==> config.mk <==
export PLATFORM = sky130hd
export DESIGN_NAME = reg_file_bist_flat
export DESIGN_NICKNAME = d
export VERILOG_FILES = /design/src/rtl/reg_file_bist_pkg.sv /design/src/rtl/reg_file_bist_if.sv /design/src/rtl/reg_file_bist_lcg_gen.sv /design/src/rtl/reg_file_bist.sv /design/src/flat_wrapper.sv
export SDC_FILE = /design/constraint.sdc
export NUM_CORES = 1
export LEC_CHECK = 0
export CAP_MARGIN = 5
export CORE_MARGIN = 2
export CORE_UTILIZATION = 56
export CTS_BUF_LIST = sky130_fd_sc_hd__clkbuf_4 sky130_fd_sc_hd__clkbuf_8
export CTS_CLUSTER_DIAMETER = 120
export DETAILED_ROUTE_END_ITERATION = 10
export GPL_TIMING_DRIVEN = 0
export PLACE_DENSITY = 0.92
export SETUP_SLACK_MARGIN = 0.4
export SYNTH_ARGS = -nofsm -noshare
export SYNTH_HDL_FRONTEND = slang
export SYNTH_HIERARCHICAL = 1
export SYNTH_SLANG_ARGS = --single-unit
==> constraint.sdc <==
create_clock -name clk -period 16.29 [get_ports clk]
set_input_delay 2.4435 -clock clk [delete_from_list [all_inputs] [get_ports clk]]
set_output_delay 2.4435 -clock clk [all_outputs]
set_load 0.03 [all_outputs]
==> src/rtl/reg_file_bist_pkg.sv <==
// Shared definitions for the register-file BIST.
// - state_e   : BIST controller states
// - DEF_*     : default geometry and LCG constants
// - lcg_step  : one LCG step X' = (A*X + C) % M on a 16-bit intermediate
package reg_file_bist_pkg;

  typedef enum logic [1:0] {
    ST_IDLE  = 2'd0,
    ST_WRITE = 2'd1,
    ST_READ  = 2'd2,
    ST_DONE  = 2'd3
  } state_e;

  localparam int DEF_ADDR_W = 5;
  localparam int DEF_DATA_W = 32;
  localparam int DEF_SEED   = 44;
  localparam int DEF_LCG_A  = 3;
  localparam int DEF_LCG_C  = 177;
  localparam int DEF_LCG_M  = 201;

  // Width of the LCG state and arithmetic; A*(M-1)+C must fit in it.
  localparam int LCG_W = 16;

  function automatic logic [LCG_W-1:0] lcg_step(input logic [LCG_W-1:0] x,
                                                input logic [LCG_W-1:0] a,
                                                input logic [LCG_W-1:0] c,
                                                input logic [LCG_W-1:0] m);
    logic [LCG_W-1:0] t;
    t = a * x + c;
    return t % m;
  endfunction

endpackage

==> src/rtl/reg_file_bist_if.sv <==
// Register-file port bundle: one write port (WE3/A3/WD3) and two
// combinational read ports (A1/RD1, A2/RD2).
// - master : the BIST (drives addresses / write data, samples read data)
// - slave  : the register file
interface reg_file_bist_if #(
  parameter int ADDR_W = 5,
  parameter int DATA_W = 32
);
  logic              WE3;
  logic [ADDR_W-1:0] A1;
  logic [ADDR_W-1:0] A2;
  logic [ADDR_W-1:0] A3;
  logic [DATA_W-1:0] WD3;
  logic [DATA_W-1:0] RD1;
  logic [DATA_W-1:0] RD2;

  modport master (output WE3, A1, A2, A3, WD3, input RD1, RD2);
  modport slave  (input WE3, A1, A2, A3, WD3, output RD1, RD2);
endinterface

==> src/rtl/reg_file_bist_lcg_gen.sv <==
// lcg_gen: pattern generator shared by the write and read phases.
// - clk_i, rst_i : clock, synchronous active-high reset
// - load_i       : reload SEED on the next edge (wins over step_i)
// - step_i       : advance X to its successor on the next edge
// - x_next_o     : combinational successor of the current X
module lcg_gen
  import reg_file_bist_pkg::*;
#(
  parameter int SEED  = DEF_SEED,
  parameter int LCG_A = DEF_LCG_A,
  parameter int LCG_C = DEF_LCG_C,
  parameter int LCG_M = DEF_LCG_M
) (
  input  logic             clk_i,
  input  logic             rst_i,
  input  logic             load_i,
  input  logic             step_i,
  output logic [LCG_W-1:0] x_next_o
);

  logic [LCG_W-1:0] x_q, x_d;

  assign x_next_o = lcg_step(x_q, LCG_W'(LCG_A), LCG_W'(LCG_C), LCG_W'(LCG_M));

  always_comb begin
    x_d = x_q;
    if (load_i)      x_d = LCG_W'(SEED);
    else if (step_i) x_d = x_next_o;
  end

  always_ff @(posedge clk_i) begin
    if (rst_i) x_q <= LCG_W'(SEED);
    else       x_q <= x_d;
  end

endmodule

==> src/rtl/reg_file_bist.sv <==
// reg_file_bist: self-test initiator for the register file.
// Writes an LCG pattern to every register, regenerates the same pattern
// and checks it on both read ports.
// - clk, rst  : clock, synchronous active-high reset
// - start     : launch a run (honoured in IDLE/DONE only)
// - busy      : high while writing or reading
// - done      : level, high once the run has finished
// - pass      : valid with done; 1 = no mismatching address
// - err_count : number of mismatching addresses this run
// - fail_addr : first mismatching address (0 if none)
// - rf        : register-file ports (master side)
module reg_file_bist
  import reg_file_bist_pkg::*;
#(
  parameter int ADDR_W = DEF_ADDR_W,
  parameter int DATA_W = DEF_DATA_W,
  parameter int SEED   = DEF_SEED,
  parameter int LCG_A  = DEF_LCG_A,
  parameter int LCG_C  = DEF_LCG_C,
  parameter int LCG_M  = DEF_LCG_M
) (
  input  logic              clk,
  input  logic              rst,
  input  logic              start,
  output logic              busy,
  output logic              done,
  output logic              pass,
  output logic [ADDR_W:0]   err_count,
  output logic [ADDR_W-1:0] fail_addr,
  reg_file_bist_if.master   rf
);

  localparam logic [ADDR_W:0] ERR_MAX = (ADDR_W+1)'(2**ADDR_W);

  state_e            state_q, state_d;
  logic [ADDR_W-1:0] addr_q, addr_d;
  logic [ADDR_W:0]   err_q, err_d;
  logic [ADDR_W-1:0] fail_q, fail_d;
  logic              pass_q, pass_d;
  logic              done_q, done_d;

  logic              lcg_load, lcg_step_en;
  logic [LCG_W-1:0]  lcg_next;
  logic [DATA_W-1:0] exp_val;
  logic              mismatch;

  lcg_gen #(
    .SEED (SEED),
    .LCG_A(LCG_A),
    .LCG_C(LCG_C),
    .LCG_M(LCG_M)
  ) u_lcg (
    .clk_i   (clk),
    .rst_i   (rst),
    .load_i  (lcg_load),
    .step_i  (lcg_step_en),
    .x_next_o(lcg_next)
  );

  // Address 0 carries a fixed zero; every other address consumes one LCG
  // step, so the same expression serves as write data and read reference.
  assign exp_val  = (addr_q == '0) ? '0 : DATA_W'(lcg_next);
  assign mismatch = (rf.RD1 != exp_val) || (rf.RD2 != exp_val);

  always_comb begin
    state_d     = state_q;
    addr_d      = addr_q;
    err_d       = err_q;
    fail_d      = fail_q;
    pass_d      = pass_q;
    done_d      = done_q;
    lcg_load    = 1'b0;
    lcg_step_en = 1'b0;

    case (state_q)
      ST_IDLE, ST_DONE: begin
        if (state_q == ST_DONE) begin
          done_d = 1'b1;
          pass_d = (err_q == '0);
        end
        if (start) begin
          addr_d   = '0;
          lcg_load = 1'b1;
          err_d    = '0;
          fail_d   = '0;
          pass_d   = 1'b0;
          done_d   = 1'b0;
          state_d  = ST_WRITE;
        end
      end
      ST_WRITE: begin
        addr_d      = addr_q + 1'b1;
        lcg_step_en = (addr_q != '0);
        if (addr_q == '1) begin
          // Wrap point: rewind the generator for the read phase.
          lcg_load = 1'b1;
          state_d  = ST_READ;
        end
      end
      ST_READ: begin
        addr_d      = addr_q + 1'b1;
        lcg_step_en = (addr_q != '0);
        if (mismatch) begin
          if (err_q != ERR_MAX) err_d = err_q + 1'b1;
          if (err_q == '0)      fail_d = addr_q;
        end
        if (addr_q == '1) state_d = ST_DONE;
      end
      default: state_d = ST_IDLE;
    endcase
  end

  always_ff @(posedge clk) begin
    if (rst) begin
      state_q <= ST_IDLE;
      addr_q  <= '0;
      err_q   <= '0;
      fail_q  <= '0;
      pass_q  <= 1'b0;
      done_q  <= 1'b0;
    end else begin
      state_q <= state_d;
      addr_q  <= addr_d;
      err_q   <= err_d;
      fail_q  <= fail_d;
      pass_q  <= pass_d;
      done_q  <= done_d;
    end
  end

  // Port drive is decoded from state so it is quiet whenever not busy.
  always_comb begin
    rf.WE3 = 1'b0;
    rf.A1  = '0;
    rf.A2  = '0;
    rf.A3  = '0;
    rf.WD3 = '0;
    case (state_q)
      ST_WRITE: begin
        rf.WE3 = 1'b1;
        rf.A3  = addr_q;
        rf.WD3 = exp_val;
      end
      ST_READ: begin
        rf.A1 = addr_q;
        rf.A2 = addr_q;
      end
      default: ;
    endcase
  end

  assign busy      = (state_q == ST_WRITE) || (state_q == ST_READ);
  assign done      = done_q;
  assign pass      = pass_q;
  assign err_count = err_q;
  assign fail_addr = fail_q;

endmodule

==> src/flat_wrapper.sv <==
// flat-port wrapper written by rule: the top's interface ports become plain ports
module reg_file_bist_flat import reg_file_bist_pkg::*;
#(
  parameter int ADDR_W = DEF_ADDR_W,
  parameter int DATA_W = DEF_DATA_W,
  parameter int SEED   = DEF_SEED,
  parameter int LCG_A  = DEF_LCG_A,
  parameter int LCG_C  = DEF_LCG_C,
  parameter int LCG_M  = DEF_LCG_M
)
  (clk, rst, start, busy, done, pass, err_count, fail_addr, rf_WE3, rf_A1, rf_A2, rf_A3, rf_WD3, rf_RD1, rf_RD2);
  reg_file_bist_if #(.ADDR_W(ADDR_W), .DATA_W(DATA_W)) rf_i ();
  input  logic clk;
  input  logic rst;
  input  logic start;
  output logic busy;
  output logic done;
  output logic pass;
  output logic [ADDR_W:0] err_count;
  output logic [ADDR_W-1:0] fail_addr;
  output wire logic [$bits(rf_i.WE3)-1:0] rf_WE3;
  output wire logic [$bits(rf_i.A1)-1:0] rf_A1;
  output wire logic [$bits(rf_i.A2)-1:0] rf_A2;
  output wire logic [$bits(rf_i.A3)-1:0] rf_A3;
  output wire logic [$bits(rf_i.WD3)-1:0] rf_WD3;
  input wire logic [$bits(rf_i.RD1)-1:0] rf_RD1;
  input wire logic [$bits(rf_i.RD2)-1:0] rf_RD2;
  assign rf_WE3 = rf_i.WE3;
  assign rf_A1 = rf_i.A1;
  assign rf_A2 = rf_i.A2;
  assign rf_A3 = rf_i.A3;
  assign rf_WD3 = rf_i.WD3;
  assign rf_i.RD1 = rf_RD1;
  assign rf_i.RD2 = rf_RD2;
  reg_file_bist #(.ADDR_W(ADDR_W), .DATA_W(DATA_W), .SEED(SEED), .LCG_A(LCG_A), .LCG_C(LCG_C), .LCG_M(LCG_M)) u_core (.clk(clk), .rst(rst), .start(start), .busy(busy), .done(done), .pass(pass), .err_count(err_count), .fail_addr(fail_addr), .rf(rf_i));
endmodule
== Yosys cells after proc, flatten, opt, wreduce, memory -nomap -nowiden ==
Index checks and enable logic that the tools add are counted.

* Multipliers: 1
* Equal/unequal tests: 13
* Add/sub/neg operators: 3
* Multiplexer cells: 26
* Reductions and logical operators: 15
* Divide/modulo/power cells: 1

{| class="wikitable"
|+ Operators with widths
! kind !! count
|-
| 32-bit inequality test || 2
|-
| 32-bit 2-to-1 mux || 1
|-
| 5-bit 2-to-1 mux || 5
|-
| 5-bit one-hot mux with 2 select lines || 2
|-
| 6-bit 2-to-1 mux || 3
|-
| 16-bit by 8-bit adder with 16-bit output, second input constant || 1
|-
| 16-bit by 8-bit modulo with 16-bit output, second input constant || 1
|-
| 2-bit by 16-bit multiplier with 16-bit output, first input constant || 1
|-
| 16-bit 2-to-1 mux || 1
|-
| 6-bit one-hot mux with 2 select lines || 1
|-
| 2-bit by 1-bit inequality test with 1-bit output, second input constant || 5
|-
| 1-bit 2-to-1 mux || 8
|-
| 4-bit AND reduction || 2
|-
| 6-bit by 1-bit adder with 6-bit output, second input constant || 1
|-
| 6-bit logical NOT || 1
|-
| 2-bit 2-to-1 mux || 3
|-
| 6-bit inequality test, second input constant || 1
|-
| 2-bit one-hot mux with 3 select lines || 1
|-
| 2-bit OR reduction || 3
|-
| 5-bit by 1-bit adder with 5-bit output, second input constant || 1
|-
| 5-bit equality test, second input constant || 1
|-
| 5-bit logical NOT || 1
|-
| 5-bit nonzero test || 1
|-
| 2-bit equality test, second input constant || 2
|-
| 8 further kinds || 10
|}

* Word-level logic and storage cells: 66
* Register bits: 36
* Input port bits: 67
* Output and inout port bits: 62

== Longest topological paths before layout ==
Gate-level depths: netlist (run 1).

* Depth after elaboration: 8
* Mapped depth: 58
* Gate-level depth less buffers: 52

== Cells and area by module ==
The synthesis (run 1) kept the hierarchy.

{| class="wikitable"
|+ Modules (own cells, without submodules)
! module !! instances !! cells each !! seq. area each (um^2) !! area each (um^2)
|-
| lcg_gen || 1 || 688 || 320.3 || 5148.7
|-
| reg_file_bist || 1 || 308 || 400.4 || 2174.6
|}

== Worst setup path after synthesis (run 1) ==
OpenSTA, ideal clock, no wires.

* Path kind: register to output
* Start: register u_core.u_lcg.x_q[5]
* End: output rf_WD3[6]
* Path buffers: 4
* Cell stages (with the launch flop): 48
* Arrival time: 10.469 ns
* Path slack: 3.378 ns
* Required time: 13.846 ns
* Path through: dfxtp_1 inv_1 ha_1 inv_1 ha_1 buf_6 a21o_1 a31oi_2 a21oi_1 or3_1 and2_1 buf_2 a211oi_2 o22ai_2 o311ai_4 mux2_2 or4_1 o311ai_1 [... 12 more ...] nor2_1 a21bo_2 a41oi_1 a21o_1 o21ai_2 and2_1 buf_6 xnor2_1 inv_1 ha_1 or2b_1 o311a_1 o311ai_4 o21ai_4 a21boi_2 xor2_1 clkbuf_1 and3_1

* Cells in the longest elaborated chain, start to end: 5

{| class="wikitable"
|+ Ends and longest elaborated chain
! item !! RTL line !! source
|-
| start, declared || reg_file_bist_lcg_gen.sv:21 || <nowiki>logic [LCG_W-1:0] x_q, x_d;</nowiki>
|-
| start signal, assigned || reg_file_bist_lcg_gen.sv:32 || <nowiki>if (rst_i) x_q <= LCG_W'(SEED);</nowiki>
|-
| 2-bit by 16-bit multiplier with 16-bit output || reg_file_bist_pkg.sv:29 || <nowiki>t = a * x + c;</nowiki>
|-
| 16-bit by 8-bit adder with 16-bit output || reg_file_bist_pkg.sv:29 ||
|-
| 16-bit by 8-bit modulo with 16-bit output || reg_file_bist_pkg.sv:30 || <nowiki>return t % m;</nowiki>
|-
| via u_core.lcg_next[6] || reg_file_bist.sv:43 || <nowiki>logic [LCG_W-1:0] lcg_next;</nowiki>
|-
| 16-bit 2-to-1 mux || reg_file_bist.sv:62 || <nowiki>assign exp_val = (addr_q == '0) ? '0 : DATA_W'(lcg_next);</nowiki>
|-
| 32-bit 2-to-1 mux || reg_file_bist.sv:138 || <nowiki>case (state_q)</nowiki>
|-
| end, declared || flat_wrapper.sv:25 || <nowiki>output wire logic [$bits(rf_i.WD3)-1:0] rf_WD3;</nowiki>
|}

The timed path passes the listed nets, and every way through them passes these cells.

== Worst setup path in the final report (run 1) ==
* Start: register u_core.u_lcg.x_q[1]
* End: output rf_WD3[6]

The elaborated chain is that of the path after synthesis.

==> results of run 1 <==
[worst min-delay path by stage]
| stage | startpoint | endpoint | slack (ps) | depth (start not counted) |
|---|---|---|---|---|
| 6_report | u_core/fail_addr[4]$_SDFFE_PP0P_ | u_core/fail_addr[4]$_SDFFE_PP0P_ | 480 | 2 |
| 2_1_floorplan | u_core/u_lcg/x_q[7]$_SDFFE_PP0P_ | u_core/u_lcg/x_q[7]$_SDFFE_PP0P_ | 470 | 1 |
| 4_1_cts | u_core/fail_addr[4]$_SDFFE_PP0P_ | u_core/fail_addr[4]$_SDFFE_PP0P_ | 480 | 2 |
| 5_1_grt | u_core/fail_addr[1]$_SDFFE_PP0P_ | u_core/fail_addr[1]$_SDFFE_PP0P_ | 510 | 2 |
| 3_5_place_dp | u_core/fail_addr[4]$_SDFFE_PP0P_ | u_core/fail_addr[4]$_SDFFE_PP0P_ | 470 | 2 |
| 3_3_place_gp | u_core/fail_addr[0]$_SDFFE_PP0P_ | u_core/fail_addr[0]$_SDFFE_PP0P_ | 460 | 2 |
[per-stage QoR]
stage               hold WS [ps]   util  setup WS [ps]  instances
finish                       484  0.708           1060       1307
global route                 506  0.708            427       1307
CTS                          483  0.695            597       1303
detailed placement           471  0.688            950       1295
global placement             462  0.688           1170       1295
floorplan                    471      -           3380       1011
[state kept, by name (all words and copies together) (netlist names)]
name,flops
u_core/addr_q,5
u_core/done,1
u_core/err_count,6
u_core/fail_addr,5
u_core/pass,1
u_core/state_q,2
u_core/u_lcg/x_q,16
[synth_stat cells (8+ instances only)]
cell type	count
ha_1	42
nor2_1	104
xor2_1	15
dfxtp_1	36
mux2i_1	15
o211ai_1	10
and3_1	30
nand3_1	37
nand4_1	13
o21ai_1	8
o32ai_1	13
or3_1	12
a21oi_1	62
nor4_1	16
clkbuf_1	15
a21o_1	13
o31ai_1	9
and2_1	18
nand2_1	92
xnor2_1	34
a211oi_1	19
buf_4	24
inv_1	45
nor3_1	34
o21ai_0	32
nand2b_1	11
a31oi_1	19
buf_2	8
[layout make-up]
cell class | count | area, um2
multi-input cells | 876 | 6290
fillers | 1045 | 3700
repair buffers | 116 | 1150
flip-flops and latches | 36 | 721
plain buffers | 53 | 335
well taps | 172 | 215
inverters | 46 | 173
clock buffers | 5 | 68.8
clock inverters | 3 | 18.8
[worst max-delay path, delay by kind of cell (launching register included)]
| kind | cells | cell delay, ps |
|---|---|---|
| xor gates and xnor gates | 3 | 540 |
| buffers and inverters | 7 | 1660 |
| DFF | 1 | 340 |
| muxes | 1 | 230 |
| AOI/OAI and AO/OA | 25 | 6670 |
| adders and majority gates | 4 | 1220 |
| and+or+nand+nor | 9 | 1820 |
[logic make-up after synthesis]
group	count (synthesis)	share of synthesized area
AND/OR/NAND/NOR	414	0.291
multiplexers	22	0.0316
XOR/XNOR	55	0.0735
AO/OA/AOI/OAI	325	0.360
adder cells (fa/ha/maj)	44	0.0759
other	1	0.000512
buffers and inverters	99	0.0694
flip-flops	36	0.0984
[routing by layer]
layer  GRT usage  vias up
met5           0        -
met2       0.537      386
li1            -     4056
met1       0.382     3903
met3      0.0304       54
met4       0.102        0
[repair_timing]
action	CTS	global route
resized for setup	0	24
hold buffers	0	0
setup buffers	0	4
setup endpoints to repair	0	16
==> metrics.cfg, run 1 <==
[layout]
drive_above_1_share = 0.123
layout_common_cells = 112 x clkdlybuf4s50_1, 103 x nor2_1, 92 x nand2_1
fin_area_um2 = 8970
area_delta_synth_final_pct = 22.5
mostFrequentLayoutCell = clkdlybuf4s50_1
finish.net_count = 1244
num_antenna_cells = 0

[global_routing]
grt_pass1_vias = 7802
grt_first_pass_wirelength_um = 36400
track_usage = 0.303
overflow = 0
antenna_found_initial = 0
grt_max_degree = 13

[floorplan]
start_util = 0.578
core_um2 = 12700
fp.dieArea_um2 = 14000
rows = 41
die_h_um = 118
pin_count = 129
die_width_um = 118

[clock_tree]
numCtsBuffers = 5
clkTransAtPathRegs_ps = 80
cts_root_buf = clkbuf_8
clock_path_buffers = 2
clkSinkCount = 36
cts_tree = built
insertion_delay_ps = 290
cts_htree_levels = 2

[routing]
dr_wl_met2_um = 11100
num_vias = 8399
route.met3.wl_um = 1330
wire_per_inst_um = 17.1
highest_layer = met4
wl_met1_um = 9390
via_per_inst = 6.43
firstDrtPassIters = 6
drc = 0
routed_wl_um = 22400
ant_nets = 0
drt_iter0_drc = 874

[sta]
post-route-min-period_ps = 15230
clock_skew_ps = 10.9
fmax_mhz = 65.7
slew_headroom = 0.373
hold_violations = 0
post-route-period-util = 0.935
worst_pin_slew_ps = 938
fin_tns_setup_ps = 0
grt_setup_unrepaired = false
setup_viol = 0
maxSlewViolCount = 0

[min_path]
hold_path_class = reg2reg

[worst_setup_path]
ff2ff_setup_slack_ps = 2640
worst-setup-path-type = reg2out
worstReg2RegStart = u_core/u_lcg/x_q[1]$_SDFFE_PP0P_
crit-reg2reg-capture = u_core/fail_addr[2]$_SDFFE_PP0P_
worstPathMaxFanout = 10
critPathCapture = rf_WD3[6]
required_ps = 13850
crit_slowest_cell = clkdlybuf4s50_1
arrival_ps = 12780
worst_path_largest_cell_delay_ps = 710
reg2reg_depth = 52
endpoint_kind = output pin
critPathLaunchType = flop
critical_path.startpoint = u_core/u_lcg/x_q[1]$_SDFFE_PP0P_

[placement]
dp_hpwl_um = 17400
placed_cell_area_um2 = 8720
place.gp.congestion = 0.968
io_buffers = 112

[logic_synthesis]
synth-edff-count = 0
synth_flop_cell = dfxtp_1
synth_cell_types = 119
synth_top_area_share = 0.0984
async_flop_share = 0
ys_top_cells_by_area = dfxtp_1 9.8%, ha_1 7.2%, nor2_1 5.3%
synth_seq_cells = 36
synth.avg_cell_area_um2 = 7.35
ys_seq_area_frac = 0.0984
syn_inst = 996
yosys.area.top_type = dfxtp_1
yosysWarningCount = 6
syn_area_um2 = 7320

[flow_run]
maxCapViolations = 0

[status]
status = finished clean

Power of run 1 is left out: the tool's default activity adds up to more than one toggle a clock period on the data nets, which glitch-free logic cannot reach.
==> run 2, diff against run 1 <==
--- a/config.mk
+++ b/config.mk
@@ -18,3 +18,4 @@
 export SYNTH_HDL_FRONTEND = slang
 export SYNTH_HIERARCHICAL = 1
 export SYNTH_SLANG_ARGS = --single-unit
+export TNS_END_PERCENT = 10
==> results of run 2 <==
Final layout, timing and power as in run 1 (identical DEF).
Power of run 2 is left out for the same reason.
==> run 3, diff against run 2 <==
--- a/config.mk
+++ b/config.mk
@@ -6,16 +6,15 @@
 export NUM_CORES = 1
 export LEC_CHECK = 0
 export CAP_MARGIN = 5
-export CORE_MARGIN = 2
 export CORE_UTILIZATION = 56
 export CTS_BUF_LIST = sky130_fd_sc_hd__clkbuf_4 sky130_fd_sc_hd__clkbuf_8
 export CTS_CLUSTER_DIAMETER = 120
 export DETAILED_ROUTE_END_ITERATION = 10
 export GPL_TIMING_DRIVEN = 0
-export PLACE_DENSITY = 0.92
+export PLACE_DENSITY = 0.91
 export SETUP_SLACK_MARGIN = 0.4
 export SYNTH_ARGS = -nofsm -noshare
 export SYNTH_HDL_FRONTEND = slang
 export SYNTH_HIERARCHICAL = 1
 export SYNTH_SLANG_ARGS = --single-unit
-export TNS_END_PERCENT = 10
+export TNS_END_PERCENT = 100
==> metrics.cfg, run 3 (synthesis results as in run 1) <==
[clock_tree]
cts_hold_buf = 0  ; unchanged
numCtsBuffers = 5  ; unchanged
clock_path_buffers = 2  ; unchanged
cts_root_buf = clkbuf_8
insertion_delay_ps = 290  ; about the same
cts_htree_levels = 2  ; unchanged
cts_tree = built
clkTransAtPathRegs_ps = 80  ; about the same
clkSinkCount = 36  ; unchanged

[worst_setup_path]
worst-setup-path-type = reg2out
worstPathMaxFanout = 10  ; unchanged
required_ps = 13850  ; about the same
crit_slowest_cell = clkdlybuf4s50_1
arrival_ps = 12710  ; -70 ps
endpoint_kind = output pin
worst_path_largest_cell_delay_ps = 740  ; +30 ps
critPathLaunchType = flop

[sta]
fmax_mhz = 66.0  ; +0.47%
fin_tns_setup_ps = 0  ; unchanged
setup_viol = 0  ; unchanged
post-route-min-period_ps = 15150  ; -71.4 ps
clock_skew_ps = 11.2  ; +0.323 ps
maxSlewViolCount = 0  ; unchanged
hold_violations = 0  ; unchanged
worst_pin_slew_ps = 997  ; +59.5 ps
post-route-period-util = 0.930  ; -0.00439
grt_setup_unrepaired = false
slew_headroom = 0.330  ; -0.0425

[status]
status = finished clean

[global_routing]
antenna_found_initial = 0  ; unchanged
overflow = 0  ; unchanged
track_usage = 0.321  ; +0.0178
grt_first_pass_wirelength_um = 35300  ; -3.1%
grt_pass1_vias = 7478  ; -4.2%
grt_max_degree = 12  ; -1

[layout]
finish.net_count = 1243  ; -0.080%
mostFrequentLayoutCell = clkdlybuf4s50_1
seq_area_um2 = 721  ; unchanged
area_delta_synth_final_pct = 22.2
layout_common_cells = 112 x clkdlybuf4s50_1, 103 x nor2_1, 92 x nand2_1
multi_input_area_um2 = 6240  ; -0.82%
num_antenna_cells = 0  ; unchanged
largest_reg_flops = 16  ; unchanged
regMostFlops = u_core/u_lcg/x_q
fillers = 973  ; -6.9%
drive_above_1_share = 0.121  ; -0.00254

[placement]
place.gp.congestion = 0.986  ; +1.9%
dp_hpwl_um = 17400  ; -0.16%
io_buffers = 112  ; unchanged

[routing]
num_vias = 8455  ; +0.67%
wl_met1_um = 9090  ; -3.2%
wire_per_inst_um = 16.8  ; -2.0%
ant_nets = 0  ; unchanged
route.met3.wl_um = 1430  ; +7.2%
firstDrtPassIters = 6  ; unchanged
via_per_inst = 6.47  ; +0.74%
drc = 0  ; unchanged
dr_wl_met2_um = 10600  ; -4.1%
drt_iter0_drc = 945  ; +8.1%
highest_layer = met4
routed_wl_um = 21900  ; -2.1%

[floorplan]
pin_count = 129  ; unchanged
die_h_um = 116  ; -1.7%
core_um2 = 12700  ; unchanged
die_width_um = 116  ; -1.7%
fp.dieArea_um2 = 13500  ; -3.4%
rows = 41  ; unchanged
start_util = 0.578  ; unchanged

[flow_run]
maxCapViolations = 0  ; unchanged

[min_path]
hold_path_class = reg2reg

run 3: area by class of cell:
type,instances,share of cell area
sequential,36,0.0805
timing repair buffer,115,0.128
multi-input combinational,876,0.697
clock inverter,1,0.00335
inverter,46,0.0193
buffer,53,0.0375
clock buffer,7,0.0108
tap,172,0.0240
run 3: routing by layer:
metal | up-vias | global-route usage
li1 | 4042 | -
met1 | 3928 | 0.399
met2 | 415 | 0.568
met3 | 70 | 0.0296
met4 | 0 | 0.126
met5 | - | 0
run 3: through the flow:
| step | instances | area [um2] | util | setup slack [ps] | hold slack [ps] |
|---|---|---|---|---|---|
| finish | 1306 | 8950 | 0.706 | 1140 | 492 |
| global route | 1306 | 8950 | 0.706 | 460 | 513 |
| CTS | 1303 | 8840 | 0.698 | 627 | 492 |
| detailed placement | 1295 | 8720 | 0.688 | 1010 | 477 |
| global placement | 1295 | 8720 | 0.688 | 1220 | 467 |
| floorplan | 1011 | 7380 | - | 3380 | 471 |
run 3: critical path, delay by kind of cell (launching register included):
kind	cells	cell delay [ps]
simple gates	10	2390
flops	1	310
buf+inv	9	1850
mux	1	460
xor+xnor	3	530
compound gates	22	5870
fa+ha+maj	4	990
run 3: path summary, 6_finish.rpt:
check / cells past startpoint / slack [ps] / end / start
max: 49 / 1140 / rf_WD3[6] / u_core/u_lcg/x_q[4]$_SDFFE_PP0P_
min: 2 / 490 / u_core/fail_addr[4]$_SDFFE_PP0P_ / u_core/fail_addr[4]$_SDFFE_PP0P_
max reg2reg: 52 / 2530 / u_core/fail_addr[2]$_SDFFE_PP0P_ / u_core/u_lcg/x_q[4]$_SDFFE_PP0P_
min reg2reg: 2 / 490 / u_core/fail_addr[4]$_SDFFE_PP0P_ / u_core/fail_addr[4]$_SDFFE_PP0P_
run 3: timing repair:
action / in CTS / in global routing
buffers inserted: 0 / 3
endpoints found under the hold margin: 0 / 0
setup endpoints to repair: 0 / 11
resized for setup: 0 / 17
Power of run 3 is left out for the same reason.
